**src/rtl/memory_port_arbiter.sv**
```systemverilog
// Shares the single-port big-endian memory between instruction fetch and data access:
// arbitration, one-cycle read latency, sub-word load extension and read-modify-write stores.
module memory_port_arbiter #(
  parameter int FAIR = 0
) (
  input  logic        clk,
  input  logic        rst,
  input  logic        i_req,
  input  logic [31:0] i_addr,
  output logic        i_ack,
  output logic [31:0] i_rdata,
  input  logic        d_req,
  input  logic        d_we,
  input  logic [1:0]  d_size,
  input  logic        d_unsigned,
  input  logic [31:0] d_addr,
  input  logic [31:0] d_wdata,
  output logic        d_ack,
  output logic [31:0] d_rdata,
  output logic        d_err,
  output logic [31:0] mem_address,
  output logic        mem_read,
  output logic        mem_write,
  output logic [31:0] mem_wordIn,
  input  logic [31:0] mem_wordOut
);
  typedef enum logic [2:0] {IDLE, RD, CAP, WR, DONE} state_e;

  typedef struct packed {
    logic        is_d;
    logic        we;
    logic [1:0]  size;
    logic        uns;
    logic [1:0]  lane;
    logic [31:0] wdata;
  } req_t;

  state_e      state_q, state_d;
  req_t        req_q, req_d;
  logic        last_d_q, last_d_d;
  logic        i_ack_q, i_ack_d, d_ack_q, d_ack_d, d_err_q, d_err_d;
  logic        mem_read_q, mem_read_d, mem_write_q, mem_write_d;
  logic [31:0] i_rdata_q, i_rdata_d, d_rdata_q, d_rdata_d;
  logic [31:0] mem_address_q, mem_address_d, mem_wordIn_q, mem_wordIn_d;

  // Winner of the current IDLE cycle and its decode
  logic        any_req, win_d, bad, word_store;
  logic [31:0] win_addr;
  always_comb begin
    any_req = i_req | d_req;
    if (i_req && d_req) win_d = (FAIR == 0) ? 1'b1 : !last_d_q;
    else                win_d = d_req;
    win_addr = win_d ? d_addr : i_addr;
    if (win_d)
      bad = (d_size == 2'b11) || (d_size == 2'b01 && d_addr[0]) ||
            (d_size == 2'b10 && d_addr[1:0] != 2'b00);
    else
      bad = (i_addr[1:0] != 2'b00);
    word_store = win_d && d_we && (d_size == 2'b10);
  end

  // Lane position within the big-endian word: byte k sits 8*(3-k) bits up
  logic [4:0]  sh;
  logic [31:0] mask, lane_val, load_val, merged;
  always_comb begin
    case (req_q.size)
      2'b00:   begin sh = {~req_q.lane, 3'b000};       mask = 32'h0000_00FF << sh; end
      2'b01:   begin sh = {~req_q.lane[1], 4'b0000};   mask = 32'h0000_FFFF << sh; end
      default: begin sh = 5'd0;                        mask = 32'hFFFF_FFFF;       end
    endcase
    lane_val = (mem_wordOut & mask) >> sh;
    case (req_q.size)
      2'b00:   load_val = req_q.uns ? {24'd0, lane_val[7:0]}  : {{24{lane_val[7]}}, lane_val[7:0]};
      2'b01:   load_val = req_q.uns ? {16'd0, lane_val[15:0]} : {{16{lane_val[15]}}, lane_val[15:0]};
      default: load_val = lane_val;
    endcase
    merged = (mem_wordOut & ~mask) | ((req_q.wdata << sh) & mask);
  end

  always_ff @(posedge clk) begin
    if (rst) begin
      state_q       <= IDLE;
      req_q         <= '0;
      last_d_q      <= 1'b0;
      i_ack_q       <= 1'b0;
      d_ack_q       <= 1'b0;
      d_err_q       <= 1'b0;
      mem_read_q    <= 1'b0;
      mem_write_q   <= 1'b0;
      i_rdata_q     <= '0;
      d_rdata_q     <= '0;
      mem_address_q <= '0;
      mem_wordIn_q  <= '0;
    end else begin
      state_q       <= state_d;
      req_q         <= req_d;
      last_d_q      <= last_d_d;
      i_ack_q       <= i_ack_d;
      d_ack_q       <= d_ack_d;
      d_err_q       <= d_err_d;
      mem_read_q    <= mem_read_d;
      mem_write_q   <= mem_write_d;
      i_rdata_q     <= i_rdata_d;
      d_rdata_q     <= d_rdata_d;
      mem_address_q <= mem_address_d;
      mem_wordIn_q  <= mem_wordIn_d;
    end
  end

  always_comb begin
    state_d = state_q;
    case (state_q)
      IDLE:    if (any_req) state_d = bad ? DONE : (word_store ? WR : RD);
      RD:      state_d = CAP;
      CAP:     state_d = req_q.we ? WR : DONE;
      WR:      state_d = DONE;
      DONE:    state_d = IDLE;
      default: state_d = IDLE;
    endcase
  end

  // Strobes and acks are decided one state early so they leave the module registered
  always_comb begin
    req_d         = req_q;
    last_d_d      = last_d_q;
    i_ack_d       = 1'b0;
    d_ack_d       = 1'b0;
    d_err_d       = 1'b0;
    mem_read_d    = 1'b0;
    mem_write_d   = 1'b0;
    i_rdata_d     = i_rdata_q;
    d_rdata_d     = d_rdata_q;
    mem_address_d = mem_address_q;
    mem_wordIn_d  = mem_wordIn_q;
    case (state_q)
      IDLE: if (any_req) begin
        req_d.is_d  = win_d;
        req_d.we    = win_d & d_we;
        req_d.size  = win_d ? d_size : 2'b10;
        req_d.uns   = d_unsigned;
        req_d.lane  = win_addr[1:0];
        req_d.wdata = d_wdata;
        last_d_d    = win_d;
        if (bad) begin
          i_ack_d = !win_d;
          d_ack_d = win_d;
          d_err_d = win_d;
        end else begin
          mem_address_d = {win_addr[31:2], 2'b00};
          if (word_store) begin
            mem_write_d  = 1'b1;
            mem_wordIn_d = d_wdata;
          end else begin
            mem_read_d = 1'b1;
          end
        end
      end
      CAP: if (req_q.we) begin
        mem_write_d  = 1'b1;
        mem_wordIn_d = merged;
      end else begin
        i_ack_d = !req_q.is_d;
        d_ack_d = req_q.is_d;
        if (req_q.is_d) d_rdata_d = load_val;
        else            i_rdata_d = mem_wordOut;
      end
      WR:      d_ack_d = 1'b1;
      default: ;
    endcase
  end

  assign i_ack       = i_ack_q;
  assign i_rdata     = i_rdata_q;
  assign d_ack       = d_ack_q;
  assign d_rdata     = d_rdata_q;
  assign d_err       = d_err_q;
  assign mem_address = mem_address_q;
  assign mem_read    = mem_read_q;
  assign mem_write   = mem_write_q;
  assign mem_wordIn  = mem_wordIn_q;
endmodule

```
**config.mk**
```make
export PLATFORM = sky130hd
export DESIGN_NAME = memory_port_arbiter
export DESIGN_NICKNAME = d
export VERILOG_FILES = /design/src/rtl/memory_port_arbiter.sv
export SDC_FILE = /design/constraint.sdc
export NUM_CORES = 1
export LEC_CHECK = 0
export CORE_UTILIZATION = 40
export DETAILED_ROUTE_END_ITERATION = 12
export PLACE_DENSITY_LB_ADDON = 0.15
export SKIP_LAST_GASP = 1
export SYNTH_ARGS = -nofsm -noshare
export SYNTH_HDL_FRONTEND = slang
export SYNTH_SLANG_ARGS = --single-unit
```
**constraint.sdc**
```tcl
create_clock -name clk -period 6 [get_ports clk]
set_input_delay 1.2 -clock clk [delete_from_list [all_inputs] [get_ports clk]]
set_output_delay 1.2 -clock clk [all_outputs]
set_load 0.01 [all_outputs]
```
==> results.sh <==
export IMPL_ctsHoldBuffers=0
export IMPL_tns_ps=0
export IMPL_synthAdderAreaFrac_pct=0
export IMPL_yosysSeqAreaShare_pct=44.3
export IMPL_p_leak_nw=3.88
export IMPL_cts_tree="done"
export IMPL_antennaDiodeCount=0
export IMPL_crit_type="in -> reg"
export IMPL_cts_inserted_buffers=17
export IMPL_syn_avg_cell_area_sq_um=8.07
export IMPL_worst_setup_path_start_kind="input port"
export IMPL_overflow=0
export IMPL_cts_resized_gates=0
export IMPL_fp_row_count=50
export IMPL_detail_route_first_pass_iterations=5
export IMPL_power_density_nw_per_um2=269
export IMPL_status="finished clean"
export IMPL_finalCoreUtilization_pct=58.9
export IMPL_dp_cells=1415
export IMPL_finalHoldViolCount=0
export IMPL_drt_total_wl_mm=26.7
export IMPL_max_stage_delay_ps=780
export IMPL_pwr_share_seq_pct=42.2
export IMPL_pwr_share_clk_pct=38.1
export IMPL_finalNonFillerCells=1447
export IMPL_ys_flop_type="dfxtp_1"
export IMPL_net_switching_power_mw=0.843
export IMPL_total_power_mw=3.00
export IMPL_ys_ff_latch=173
export IMPL_synth_simple_area_share_pct=20.5
export IMPL_p_int_mw=2.16
export IMPL_area_delta_synth_final_pct=42.9
export IMPL_cts_setup_buffers=0
export IMPL_pre_cts_ws_ps=2010
export IMPL_holdCritPathClass="reg -> reg"
export IMPL_maxCapViolations=0
export IMPL_hold_slack_ps=451
export IMPL_critPathMaxFanout=41
export IMPL_wire_per_inst_um=18.5
export IMPL_startpoint="d_req"
export IMPL_synth_top_family_by_area="compound AO/OA/AOI/OAI gates"
export IMPL_die_y_um=142
export IMPL_grtUsageTotal_pct=26.5
export IMPL_synth_compound_area_share_pct=25.2
export IMPL_layout_nets=1310
export IMPL_irDropWorstVdd_uv=229
export IMPL_async_flop_share_pct=0
export IMPL_floorplan_initialDensity_pct=41.3
export IMPL_ant_nets=0
export IMPL_drive_gt1_share_pct=5.39
export IMPL_die_w_um=142
export IMPL_design_area_sq_um=11200
export IMPL_muxShareOfSynthArea_pct=5.12
export IMPL_maxSlewHeadroom_pct=19.9
export IMPL_fin_crit_ps=3520
export IMPL_tightest_slew_ps=1200
export IMPL_clk_pin_slew_worst_paths_ps=70
export IMPL_insertion_delay_ps=430
export IMPL_final_max_slew_violation_count=0
export IMPL_cp_required_ps=6290
export IMPL_crit_family="simple AND/OR/NAND/NOR gates"
export IMPL_yosys_area_share_xor_xnor_pct=0
export IMPL_grt_antenna_before_repair=0
export IMPL_rsz0062_at_grt="false"
export IMPL_coreArea_sq_um=19000
export IMPL_fin_crit_sh_pct=58.7
export IMPL_drtIter0Drc=668
export IMPL_viasPerCell=5.48
export IMPL_setup_violations=0
export IMPL_arrival_ps=3820
export IMPL_drc=0
export IMPL_dieArea_sq_um=20100
export IMPL_grt_pass1_vias=7303
export IMPL_path_cells="buf_2, buf_4, nor2_1, nor2b_4, a31oi_4, a211oi_1, nor3_1"
export IMPL_vias=7934
export IMPL_numPortBuffers=266
export IMPL_reg2reg_from="req_q[33]"
export IMPL_p_comb_share_pct=19.7
export IMPL_globalplace_congestion=0.836
export IMPL_ys_types=48
export IMPL_setup_ws_ps=2480
export IMPL_htreeDepth=4
export IMPL_synth_edf_count=0
export IMPL_syn_inst=969
export IMPL_fin_skew_ps=10.3
export IMPL_syn_area_sq_um=7820
export IMPL_yosysWarningCount=0
export IMPL_dp_hpwl_mm=18.4
export IMPL_max_freq_mhz=284
export IMPL_crit_buf_inv=2
export IMPL_hp_start="req_q[18]"
export IMPL_placed_cell_area_sq_um=10600
export IMPL_netSwitchingFraction_pct=28.1
export IMPL_root_buffer="clkbuf_16"
export IMPL_critPathSlowestCell="nor2b_4"
export IMPL_cp_end_kind="flop"
export IMPL_cts_path_max_buffers=2
export IMPL_cts_sink_count=173
export IMPL_grt_pass1_wl_mm=40.9
export IMPL_grt_max_degree=91
export IMPL_ioPinCount=269
cell usage after synthesis, types with 3 or more instances:
| cell | number | share of area (%) |
|---|---|---|
| o22ai_1 | 9 | 0.72 |
| nor2b_1 | 4 | 0.32 |
| buf_2 | 5 | 0.32 |
| a211oi_1 | 69 | 6.6 |
| o211ai_1 | 8 | 0.77 |
| a22o_1 | 14 | 1.6 |
| buf_1 | 10 | 0.48 |
| clkbuf_1 | 75 | 3.6 |
| nor2_1 | 119 | 5.7 |
| a221oi_1 | 11 | 1.2 |
| o41ai_1 | 9 | 1.0 |
| or4_1 | 7 | 0.67 |
| a31oi_1 | 9 | 0.72 |
| buf_4 | 3 | 0.29 |
| inv_1 | 3 | 0.14 |
| nor3_1 | 36 | 2.3 |
| a22oi_1 | 10 | 0.96 |
| a311oi_1 | 7 | 0.78 |
| a222oi_1 | 8 | 1.0 |
| nor4_1 | 4 | 0.32 |
| a211oi_2 | 10 | 1.6 |
| nand2_1 | 176 | 8.4 |
| mux2i_1 | 40 | 5.1 |
| dfxtp_1 | 173 | 44 |
| a21oi_1 | 72 | 4.6 |
| o21ai_0 | 34 | 2.2 |
| nand3b_1 | 8 | 0.77 |
| nand2b_1 | 9 | 0.72 |
tightest hold or removal path: cells and delay by family, from the launching register on:
family | cells | cell delay (ps)
AO/OA/AOI/OAI | 1 | 50
flip-flops | 1 | 310
AND/OR/NAND/NOR | 1 | 50
path summary, 6_finish.rpt:
| kind | to | slack [ps] | depth (start not counted) |
|---|---|---|---|
| setup reg to reg | d_rdata[10] | 2690 | 5 |
| hold / removal | req_q[18] | 450 | 2 |
| hold reg to reg | req_q[18] | 450 | 2 |
| setup / recovery | mem_wordIn[19] | 2480 | 7 |
cell families after synthesis:
kind of cell / after synthesis
compound gates: 283
flops: 173
buf+inv: 96
simple gates: 376
other cells: 1
mux: 40
layer usage:
| metal | vias up | track usage, % | wire length, um | part of all wire, % |
|---|---|---|---|---|
| li1 | 3874 | - | - | - |
| met1 | 3677 | 35.6 | 11500 | 43 |
| met2 | 346 | 41.7 | 12300 | 46 |
| met3 | 37 | 6.88 | 2410 | 9.0 |
| met4 | 0 | 7.75 | 474 | 1.8 |
| met5 | - | 0 | 0 | 0 |
cell type report:
class	instances	area [sq um]
Clock buffer	23	468
Clock inverter	9	134
Fill cell	1767	7780
Inverter	3	11.3
Multi-Input combinational cell	701	4020
Sequential cell	173	3460
Tap cell	260	325
Timing Repair Buffer	278	2750
flip-flops by register name, summed over array words and instances (netlist names):
name,flops
mem_read,1
mem_write,1
d_err,1
i_ack,1
d_rdata,32
req_q,39
i_rdata,32
d_ack,1
mem_address,30
mem_wordIn,32
state_q,3
power groups by stage:
stage | Clock, mW | Combinational (mW) | Sequential [mW]
2_1_floorplan | 0 | 0.325 | 1.28
3_3_place_gp | 0 | 0.584 | 1.29
3_5_place_dp | 0 | 0.589 | 1.29
4_1_cts | 1.15 | 0.592 | 1.26
5_1_grt | 1.20 | 0.646 | 1.27
6_report | 1.14 | 0.592 | 1.27
cells in the final DEF (no fill, tap or decap), drive strengths merged, types with 2 or more instances in the layout:
master | Yosys | final
clkdlybuf4s50 | 0 | 264
nand2 | 176 | 176
dfxtp | 173 | 173
nor2 | 120 | 120
a211oi | 79 | 79
a21oi | 72 | 72
mux2i | 40 | 40
nor3 | 36 | 36
o21ai | 36 | 36
clkbuf | 75 | 23
a22o | 14 | 14
buf | 18 | 14
a221oi | 11 | 11
a22oi | 10 | 10
nand2b | 9 | 9
o41ai | 9 | 9
o22ai | 9 | 9
a31oi | 9 | 9
nand3b | 8 | 8
o211ai | 8 | 8
a222oi | 8 | 8
or4 | 7 | 7
a311oi | 7 | 7
inv | 3 | 5
nor4 | 4 | 4
nor2b | 4 | 4
bufinv | 0 | 3
nor3b | 3 | 3
clkinv | 0 | 3
o21ba | 2 | 2
or3 | 2 | 2
o2111ai | 2 | 2
and2 | 2 | 2
and3 | 2 | 2
conb | 1 | 2
or2 | 2 | 2
(Power assumes the default switching activity.)
==> patch 1 (same settings) <==
Reset style: asynchronous (`rst`), changed in one clocked block.
--- a/src/rtl/memory_port_arbiter.sv
+++ b/src/rtl/memory_port_arbiter.sv
@@ -77,7 +77,7 @@
     merged = (mem_wordOut & ~mask) | ((req_q.wdata << sh) & mask);
   end
 
-  always_ff @(posedge clk) begin
+  always_ff @(posedge clk or posedge rst) begin
     if (rst) begin
       state_q       <= IDLE;
       req_q         <= '0;
Formal check against the unedited RTL: differs if rst is asserted again (counterexample within 4 cycles, from zero or initial values and one cycle with rst high); with rst held inactive, the same outputs for 4 cycles.
==> patch 1 against the original RTL <==
- final cell count decreased by 2.4%
- largest cell class unchanged
- sequential cell count unchanged
- wire length increased by 9.6%
- worst setup slack improved by 0.26 ns
- synthesized area increased by 17%
- via count increased by 1.8%
- final area increased by 12%
Power is not compared: it rests on default switching activity, and its combinational part moved more than twofold at a synthesized area within 25%.
==> patch 1: results (changes against the original RTL) <==
Parameter                              Value

Critical path
  Register-to-register setup slack ... 2.74 ns (was 2.69 ns)
  Highest net fanout along the worst path ... 51 (was 41)
  Slowest cell on crit path ... dfrtp_1 (was nor2b_4)
  R2r endpoint ... i_rdata[23] (was d_rdata[10])
  Number of cells traversed by the worst register-to-register path ... 4 (was 5)
  Beginning of the worst register-to-register path ... state_q[1] (was req_q[33])
  Largest stage delay on the critical path ... 0.97 ns (was 0.78 ns)

STA
  Worst Hold Slack ... 0.474 ns (was 0.451 ns)
  Final worst clock skew ... 0.0167 ns (was 0.0103 ns)
  Worst relative slew slack ... 0.209 (was 0.199)

Logic synthesis
  Top cells by instance count after synthesis ... dfrtp_1, nand2_1, mux2_2 (was nand2_1, dfxtp_1, nor2_1)
  Predominant post-synthesis flop cell ... dfrtp_1 (was dfxtp_1)
  Multiplexer area fraction after synthesis ... 0.174 (was 0.0512)
  Post-synthesis cell type count ... 59 (was 48)

Global routing
  Global-route track usage on met1 ... 0.352 (was 0.356)
  Wire length of the first global-routing pass ... 45600 um (was 40900 um)
  Number of global-route vias before repair ... 7747 (was 7303)
  Maximum number of pins on one net before global-route repair ... 100 (was 91)
  Met3 Track Usage GR ... 0.0488 (was 0.0688)

Final layout
  Fraction of final layout cells sized beyond drive strength 1 ... 0.154 (was 0.0539)
  Nets ... 1250 (was 1310)

Placed design
  Place WS ... 2.59 ns (was 2.01 ns)
  Placed Cells incl. Taps ... 1380 (was 1415)
  Post-DP HPWL ... 20300 um (was 18400 um)

Outcome
  Outcome ... complete, no violations (unchanged)

Routing
  Routed length on met2 ... 13700 um (was 12300 um)

Min path
  Terminating pin of the worst hold path ... req_q[20] (was req_q[18])
  Beginning of the worst hold path ... req_q[20] (was req_q[18])
-- patch 1: cell count changes in the layout (fill, tap and decap cells not counted), moves of 36 or more --
cell and delta:
mux2_2 +106, a21oi_1 -43, nand2_1 -36, dfrtp_1 +171, nor2_1 -66, a211oi_1 -52, dfxtp_1 -173
-- patch 1: worst max-delay path by stage --
stage               startpoint             end  slack, ns  cells after the start
global route        state_q[1]     i_rdata[25]       2.55                      4
detailed placement       d_req  mem_wordIn[24]       2.59                      6
global placement         d_req  mem_wordIn[18]       2.62                      6
floorplan                  rst           d_ack       0.11                      1
finish              state_q[1]     i_rdata[23]       2.74                      4
CTS                 state_q[1]     i_rdata[23]       2.75                      4
-- patch 1: layout make-up --
class / count / area, sq um / area share
Clock buffer: 17 / 425 / 0.0340
Clock inverter: 15 / 186 / 0.0149
Inverter: 7 / 31.3 / 0.00250
Multi-Input combinational cell: 636 / 4420 / 0.354
Sequential cell: 173 / 4330 / 0.346
Tap cell: 285 / 357 / 0.0285
Timing Repair Buffer: 279 / 2760 / 0.220
==> patch 2 (same flow settings) <==
Without the edit above. The 5 states of `state_e` get a one-hot encoding in 5 bits.
--- a/src/rtl/memory_port_arbiter.sv
+++ b/src/rtl/memory_port_arbiter.sv
@@ -24,7 +24,7 @@
   output logic [31:0] mem_wordIn,
   input  logic [31:0] mem_wordOut
 );
-  typedef enum logic [2:0] {IDLE, RD, CAP, WR, DONE} state_e;
+  typedef enum logic [4:0] {IDLE = 5'b00001, RD = 5'b00010, CAP = 5'b00100, WR = 5'b01000, DONE = 5'b10000} state_e;
 
   typedef struct packed {
     logic        is_d;
Behaviour: same outputs for any inputs over 4 cycles, from zero or initial values and one cycle with rst high; so few cycles prove little.
==> patch 2 against the original RTL <==
- sequential cell count is 2 higher
- synthesized cell count shrank 1.3%
- die area decreased by 1.2%
- synthesized area is 1.2% lower
- fmax is 11% higher
- non-clock buffer count is 3 lower
- power increased by 2.6%
- critical path type unchanged
- wire length is 6.8% lower
- worst setup slack improved by 0.34 ns
- count of clock-buffer cells in the layout down 1
- final cell count decreased by 0.76%
- final area is 1.2% lower
- highest routed layer unchanged
- global-route usage decreased by 1.7 points
- clock skew down 0.0023 ns
==> patch 2: results (changes against the original RTL) <==
Parameter                              Value

Logic synthesis
  Leading cell types by total area after synthesis ... dfxtp_1, nand2_1, a211oi_1, nor2_1, a21oi_1 (was dfxtp_1, nand2_1, a211oi_1, nor2_1, mux2i_1)
  Post-synthesis cell type count ... 50 (was 48)
  Seq/Total Area, Yosys ... 0.453 (was 0.443)
  Top cells by instance count after synthesis ... dfxtp_1, nand2_1, nor2_1 (was nand2_1, dfxtp_1, nor2_1)

Critical path
  Register-to-register setup slack ... 3.12 ns (was 2.69 ns)
  Largest stage delay on the critical path ... 0.84 ns (was 0.78 ns)
  Slowest cell on crit path ... and3_2 (was nor2b_4)
  Highest net fanout along the worst path ... 60 (was 41)
  Data arrival time of the critical path ... 3.51 ns (was 3.82 ns)

Global routing
  Total routing resource utilization after global routing ... 0.248 (was 0.265)
  Maximum number of pins on one net before global-route repair ... 89 (was 91)
  Wire length of the first global-routing pass ... 38500 um (was 40900 um)
  Number of global-route vias before repair ... 6927 (was 7303)

Pwr
  Maximum resistive drop on vdd ... 206 uV (was 229 uV)
  Leakage ... 3.90 nW (was 3.88 nW)
  Switching share of power ... 0.294 (was 0.281)

Outcome
  Outcome ... complete, no violations (unchanged)

Routing
  Wirelength per Cell ... 17.3 um (was 18.5 um)
  Number of vias per cell after detailed routing ... 5.42 (was 5.48)
  Drt initial violations ... 799 (was 668)

STA
  Final worst clock skew ... 0.00795 ns (was 0.0103 ns)

Final layout
  Fraction of final layout cells sized beyond drive strength 1 ... 0.0451 (was 0.0539)
  Nets ... 1299 (was 1310)

Placed design
  RD Place Congestion ... 0.838 (was 0.836)
  Post-DP HPWL ... 17500 um (was 18400 um)
-- patch 2: cell types whose count changed after synthesis, sizes merged, moves of 10 or more --
cell	unedited run	this run
o21ai	36	23
a221oi	11	22
a22oi	10	0
a22o	14	0
a21oi	72	91
-- patch 2: through the flow --
step                hold WS [ns]  setup slack [ns]  utilization  instances  instance area (sq um)
finish                     0.452              2.82        0.586       1436                  11000
global route               0.468              2.54        0.586       1436                  11000
CTS                        0.455              2.79        0.586       1436                  11000
detailed placement         0.446              2.35        0.555       1404                  10400
global placement           0.441              2.42        0.555       1404                  10400
floorplan                  0.436              3.49            -        957                   7730
-- patch 2: power groups by stage --
stage          combinational, mW  clock, mW  sequential, mW
3_3_place_gp               0.646          0            1.33
6_report                   0.660       1.11            1.31
2_1_floorplan              0.375          0            1.32
3_5_place_dp               0.652          0            1.33
5_1_grt                    0.714       1.18            1.32
4_1_cts                    0.655       1.13            1.30
-- patch 2: final cells by class --
type	count	area (sq um)
Inverter	5	18.8
Timing Repair Buffer	275	2720
Clock inverter	10	110
Tap cell	260	325
Multi-Input combinational cell	689	3870
Sequential cell	175	3500
Fill cell	1728	7790
Clock buffer	22	484
-- patch 2: worst min-delay path, stage by stage, from the launching register on --
cell     delay (ns)
dfxtp_1        0.31
nand2_1        0.05
a21oi_1        0.05
-- patch 2: final timing paths --
check,endpoint,start
max,mem_address[15],d_req
min,i_rdata[19],i_rdata[19]
max reg2reg,d_rdata[29],req_q[36]
min reg2reg,i_rdata[19],i_rdata[19]
-- patch 2: per-layer routing --
layer | vias to the layer above | global-route usage | wire length (um)
li1 | 3810 | - | -
met1 | 3615 | 0.343 | 11200
met2 | 331 | 0.382 | 11400
met3 | 20 | 0.0639 | 1930
met4 | 0 | 0.0675 | 310
met5 | - | 0 | 0
-- patch 2: cells by family (layout without fill, tap and decap cells) --
kind of cell | count (synthesis) | count (layout) | synth area share
AOI/OAI and AO/OA | 276 | 276 | 0.240
buffers and inverters | 93 | 312 | 0.0495
muxes | 40 | 40 | 0.0518
DFF | 175 | 175 | 0.453
and+or+nand+nor | 370 | 370 | 0.204
other | 1 | 2 | 0.000485
xor gates and xnor gates | 1 | 1 | 0.00113
